--- config.mk ---
export PLATFORM = sky130hd
export DESIGN_NAME = div_unit
export DESIGN_NICKNAME = d
export VERILOG_FILES = /design/src/rtl/div_unit.sv
export SDC_FILE = /design/constraint.sdc
export NUM_CORES = 1
export LEC_CHECK = 0
export CAP_MARGIN = 20
export CORE_MARGIN = 5
export CORE_UTILIZATION = 30
export CTS_BUF_LIST = sky130_fd_sc_hd__clkbuf_2
export CTS_CLUSTER_DIAMETER = 100
export DETAILED_ROUTE_END_ITERATION = 10
export PLACE_DENSITY = 0.6
export SKIP_CTS_REPAIR_TIMING = 1
export SLEW_MARGIN = 20
export SYNTH_ARGS = -nofsm -noshare
export SYNTH_HDL_FRONTEND = slang
export SYNTH_SLANG_ARGS = --single-unit
--- constraint.sdc ---
create_clock -name clk -period 6.2 [get_ports clk]
set_input_delay 0.62 -clock clk [delete_from_list [all_inputs] [get_ports clk]]
set_output_delay 0.62 -clock clk [all_outputs]
set_load 0.02 [all_outputs]
--- src/rtl/div_unit.sv ---
// div_unit: sequential 32-bit signed/unsigned divider with a start/busy/done handshake.
// Radix-2 restoring division on operand magnitudes, then sign correction.
// Div_result = {remainder, quotient}; holds until the next completed operation.
// Build option: DIV_ZERO_FAST_EN skips the iterations when the divisor is zero.
//
// state | meaning
// IDLE  | waiting for an accepted start; busy=0
// CALC  | one restoring iteration per cycle, WIDTH cycles
// FIX   | apply signs, write Div_result, pulse done
module div_unit #(
    parameter int WIDTH = 32
) (
    input  logic               clk,
    input  logic               rst_n,
    input  logic [WIDTH-1:0]   srcA,
    input  logic [WIDTH-1:0]   srcB,
    input  logic               ctrl,
    input  logic               start,
    input  logic               cancel,
    output logic               busy,
    output logic               done,
    output logic [2*WIDTH-1:0] Div_result
);

    typedef enum logic [1:0] {
        IDLE = 2'd0,
        CALC = 2'd1,
        FIX  = 2'd2
    } divState_t;

    divState_t state;
    divState_t stateNext;

    logic [WIDTH-1:0] remReg;
    logic [WIDTH-1:0] quoReg;
    logic [WIDTH-1:0] magB;
    logic [5:0]       iterCnt;
    logic             qNeg;
    logic             rNeg;

    logic             accept;
    logic             lastIter;
    logic             fastZero;
    logic [WIDTH-1:0] magA;
    logic [WIDTH-1:0] magBIn;
    logic [WIDTH:0]   remShift;
    logic             trialOk;
    logic [WIDTH-1:0] remSub;
    logic [WIDTH-1:0] qRes;
    logic [WIDTH-1:0] rRes;

    assign accept   = (state == IDLE) && start && !cancel;
    assign lastIter = (iterCnt == 6'(WIDTH - 1));
    assign busy     = (state != IDLE);

`ifdef DIV_ZERO_FAST_EN
    assign fastZero = (magB == '0);
`else
    assign fastZero = 1'b0;
`endif

    assign magA   = (ctrl && srcA[WIDTH-1]) ? (~srcA + 1'b1) : srcA;
    assign magBIn = (ctrl && srcB[WIDTH-1]) ? (~srcB + 1'b1) : srcB;

    // The shifted partial remainder needs one extra bit; the kept remainder
    // is always below the divisor, so it fits back into WIDTH bits.
    assign remShift = {remReg, quoReg[WIDTH-1]};
    assign trialOk  = (remShift >= {1'b0, magB});
    assign remSub   = remShift[WIDTH-1:0] - magB;

    assign qRes = qNeg ? (~quoReg + 1'b1) : quoReg;
    assign rRes = rNeg ? (~remReg + 1'b1) : remReg;

    // State register
    always_ff @(posedge clk or negedge rst_n) begin
        if (!rst_n) begin
            state <= IDLE;
        end else begin
            state <= stateNext;
        end
    end

    // Next-state decode; cancel always wins over progress
    always_comb begin
        stateNext = state;
        case (state)
            IDLE: begin
                if (accept) stateNext = CALC;
            end
            CALC: begin
                if (cancel)        stateNext = IDLE;
                else if (fastZero) stateNext = FIX;
                else if (lastIter) stateNext = FIX;
            end
            FIX: begin
                stateNext = IDLE;
            end
            default: stateNext = IDLE;
        endcase
    end

    // Operand capture and restoring-division datapath
    always_ff @(posedge clk or negedge rst_n) begin
        if (!rst_n) begin
            remReg  <= '0;
            quoReg  <= '0;
            magB    <= '0;
            iterCnt <= '0;
            qNeg    <= 1'b0;
            rNeg    <= 1'b0;
        end else if (accept) begin
            remReg  <= '0;
            quoReg  <= magA;
            magB    <= magBIn;
            iterCnt <= '0;
            qNeg    <= ctrl & (srcA[WIDTH-1] ^ srcB[WIDTH-1]);
            rNeg    <= ctrl & srcA[WIDTH-1];
        end else if ((state == CALC) && !cancel) begin
            if (fastZero) begin
                // Same values the full run would reach with a zero divisor.
                quoReg <= '1;
                remReg <= quoReg;
            end else begin
                quoReg  <= {quoReg[WIDTH-2:0], trialOk};
                remReg  <= trialOk ? remSub : remShift[WIDTH-1:0];
                iterCnt <= iterCnt + 6'd1;
            end
        end
    end

    // Result write and one-cycle done pulse
    always_ff @(posedge clk or negedge rst_n) begin
        if (!rst_n) begin
            done       <= 1'b0;
            Div_result <= '0;
        end else begin
            done <= 1'b0;
            if ((state == FIX) && !cancel) begin
                done       <= 1'b1;
                Div_result <= {rRes, qRes};
            end
        end
    end

endmodule

==> reports/metrics.yaml <==
cts:
  cts_buffers: 17
  cts_tree: "yes"
  root_buffer: "clkbuf_2"
  htree_levels: 4
  clock_path_buffers: 2
  cts.sinks: 171
  clk_latency_ns: 0.79
  path_clk_slew_ns: 0.27
sta:
  hold-worst-slack_ns: 0.297
  fin_crit_ns: 3.49
  fin_ws_ns: 2.71
  fin_crit_sh_pct: 56.3
  slew_headroom_pct: 29.5
  worst_pin_slew_ns: 1.03
  tns_ns: 0
  hold_violations: 0
  max_freq_ghz: 0.286
  finalSetupViolCount: 0
  rsz0062_at_grt: "no"
  drv_slew: 0
  fin_skew_ns: 0.0360
die:
  initial_core_util_pct: 30.2
  die_x_um: 202
  ios: 135
  die_y_um: 202
  num_rows: 70
  coreArea_um2: 36400
  die-area_um2: 40700
global_routing:
  grt_max_degree: 127
  antenna_found_initial: 2
  grt_pass1_vias: 9226
  grt_pass1_wl_um: 51000
  overflow: 0
  grtUsageTotal_pct: 15.3
route:
  detail_route.wl_per_cell_um: 16.6
  vias: 9621
  drtIter0Drc: 556
  first_pass_iters: 5
  drc: 0
  viasPerCell: 5.09
  drtAntennaViolNets: 0
  wirelength_um: 31300
synth:
  netlist_instances: 1310
  yosys_most_used_dff: "dfrtp_1"
  postSynthAreaPerCell_um2: 8.41
  ys_warn_count: 0
  ys_seq_area_share_pct: 38.8
  synth_cell_type_count: 70
  syn_area_um2: 11000
  synthesis.nets: 1417
  ys_ff_latch: 171
  synth_edf_count: 0
  postSynth.asyncResetShare_pct: 100
min_path:
  hold_class: "primary input to asynchronous set/reset pin"
placement:
  place_ws_ns: 2.80
  dpl.cell_count: 1855
  io_buffer_count: 134
  postPlaceCellArea_um2: 12800
  gp_congestion: 0.850
  post-dp-hpwl_um: 24000
critical_path:
  critPathKind: "flip-flop to flip-flop"
  path_max_fanout: 50
  cp-start-kind: "flip-flop"
  crit_path_end_kind: "flip-flop"
  required_ns: 6.88
  crit_arrival_ns: 4.17
power:
  power.total_mw: 4.94
  p_seq_share_pct: 33.6
  power.leakage_nw: 5.66
  ir_worst_vdd_mv: 0.209
  p_sw_share_pct: 46.0
  intPower_mw: 2.67
  p_clk_share_pct: 14.6
  p_comb_share_pct: 51.8
  switchingPower_mw: 2.27
  powerDensity_nw_per_um2: 376
final_layout:
  final_cell_mix: "nand2_1, o21ai_0, dfrtp_1"
  area_delta_synth_final_pct: 19.2
  utilization_pct: 36.1
  fin_cells: 1890
  layout_commonest_cell: "nand2_1"
  layout-drive-gt1-share_pct: 5.28
  finish.instance_area_um2: 13100
  nNetsFinal: 1515
run:
  maxCapViolCount: 0
outcome:
  status: "completed"
-- cells by family after synthesis --
group,count (synthesis),synth area share [%]
XOR/XNOR,148,11.8
flip-flops,171,38.8
multiplexers,10,0.909
AO/OA/AOI/OAI,384,21.4
AND/OR/NAND/NOR,432,18.3
buffers and inverters,127,4.37
adder cells (fa/ha/maj),38,4.38
-- registers in the layout (all words and copies together) (netlist names) --
name and flops:
quoReg 32, rNeg 1, qNeg 1, done 1, magB 32, iterCnt 6, remReg 32, Div_result 64
state 2
-- worst paths after layout --
kind,start,endpoint,slack [ns],cells after the start
setup / recovery,remReg[9],quoReg[0],2.71,10
hold / removal,rst_n,remReg[16],0.30,2
setup reg to reg,remReg[9],quoReg[0],2.71,10
hold reg to reg,Div_result[12],Div_result[12],0.51,2
max in group asynchronous,rst_n,Div_result[12],4.61,3
min in group clk,srcB[1],magB[1],0.46,3
-- critical path, stage by stage, from the launching register on --
cell,delay (ns)
dfrtp_1,0.54
ha_1,0.42
a211oi_1,0.35
o21ai_0,0.17
a31oi_1,0.24
o311a_1,0.27
o21ai_1,0.23
a21oi_4,0.23
buf_4,0.46
nand2b_1,0.31
o221ai_1,0.16
-- synthesized netlist by cell type (3+ instances only) --
| library cell | instances | area, um^2 |
|---|---|---|
| a211oi_1 | 8 | 60.1 |
| a21boi_0 | 4 | 30.0 |
| a21o_1 | 13 | 97.6 |
| a21oi_1 | 67 | 335 |
| a221oi_1 | 3 | 26.3 |
| a22o_1 | 12 | 105 |
| a22oi_1 | 4 | 30.0 |
| a31oi_1 | 25 | 156 |
| and2_1 | 4 | 25.0 |
| and3_1 | 8 | 50.1 |
| and4_1 | 3 | 26.3 |
| buf_1 | 9 | 33.8 |
| buf_2 | 4 | 20.0 |
| clkbuf_1 | 56 | 210 |
| dfrtp_1 | 171 | 4280 |
| ha_1 | 37 | 463 |
| inv_1 | 58 | 218 |
| mux2i_1 | 10 | 100 |
| nand2_1 | 232 | 871 |
| nand2b_1 | 9 | 56.3 |
| nand3_1 | 17 | 85.1 |
| nand3b_1 | 3 | 22.5 |
| nand4_1 | 10 | 62.6 |
| nor2_1 | 74 | 278 |
| nor2b_1 | 3 | 18.8 |
| nor3_1 | 15 | 75.1 |
| nor3b_1 | 4 | 30.0 |
| nor4_1 | 8 | 50.1 |
| nor4_2 | 3 | 37.5 |
| o211ai_1 | 3 | 22.5 |
| o21a_1 | 4 | 30.0 |
| o21ai_0 | 172 | 861 |
| o21ai_1 | 5 | 25.0 |
| o22ai_1 | 6 | 37.5 |
| o31a_1 | 3 | 26.3 |
| o31ai_1 | 20 | 150 |
| o41ai_1 | 14 | 123 |
| or2_2 | 5 | 31.3 |
| or3_1 | 10 | 62.6 |
| or3_4 | 5 | 56.3 |
| or4_1 | 10 | 75.1 |
| xnor2_1 | 65 | 569 |
| xor2_1 | 83 | 727 |
-- routing by layer --
metal | vias to the layer above | GRT usage (%) | share of wire (%) | routed length (um)
met1 | 4577 | 23.0 | 51 | 15900
met2 | 222 | 22.7 | 43 | 13400
met5 | - | 0 | 0.038 | 12
met3 | 34 | 2.42 | 4.7 | 1460
li1 | 4786 | - | - | -
met4 | 2 | 4.17 | 1.8 | 567
-- power groups by stage --
stage | Combinational [mW] | Clock, mW | Sequential (mW)
2_1_floorplan | 1.99 | 0 | 1.54
3_3_place_gp | 2.53 | 0 | 1.67
3_5_place_dp | 2.55 | 0 | 1.68
4_1_cts | 2.56 | 0.752 | 1.65
5_1_grt | 2.87 | 0.796 | 1.70
6_report | 2.56 | 0.722 | 1.66
-- area by class of cell --
cell class	count	area (um^2)
multi-input combinational	1012	6290
timing repair buffer	148	1460
fill	3790	23300
tap	468	586
antenna	1	2.50
inverter	58	218
sequential	171	4280
clock buffer	17	85.1
clock inverter	15	211
Note: power is estimated with default switching activity, not from simulation.
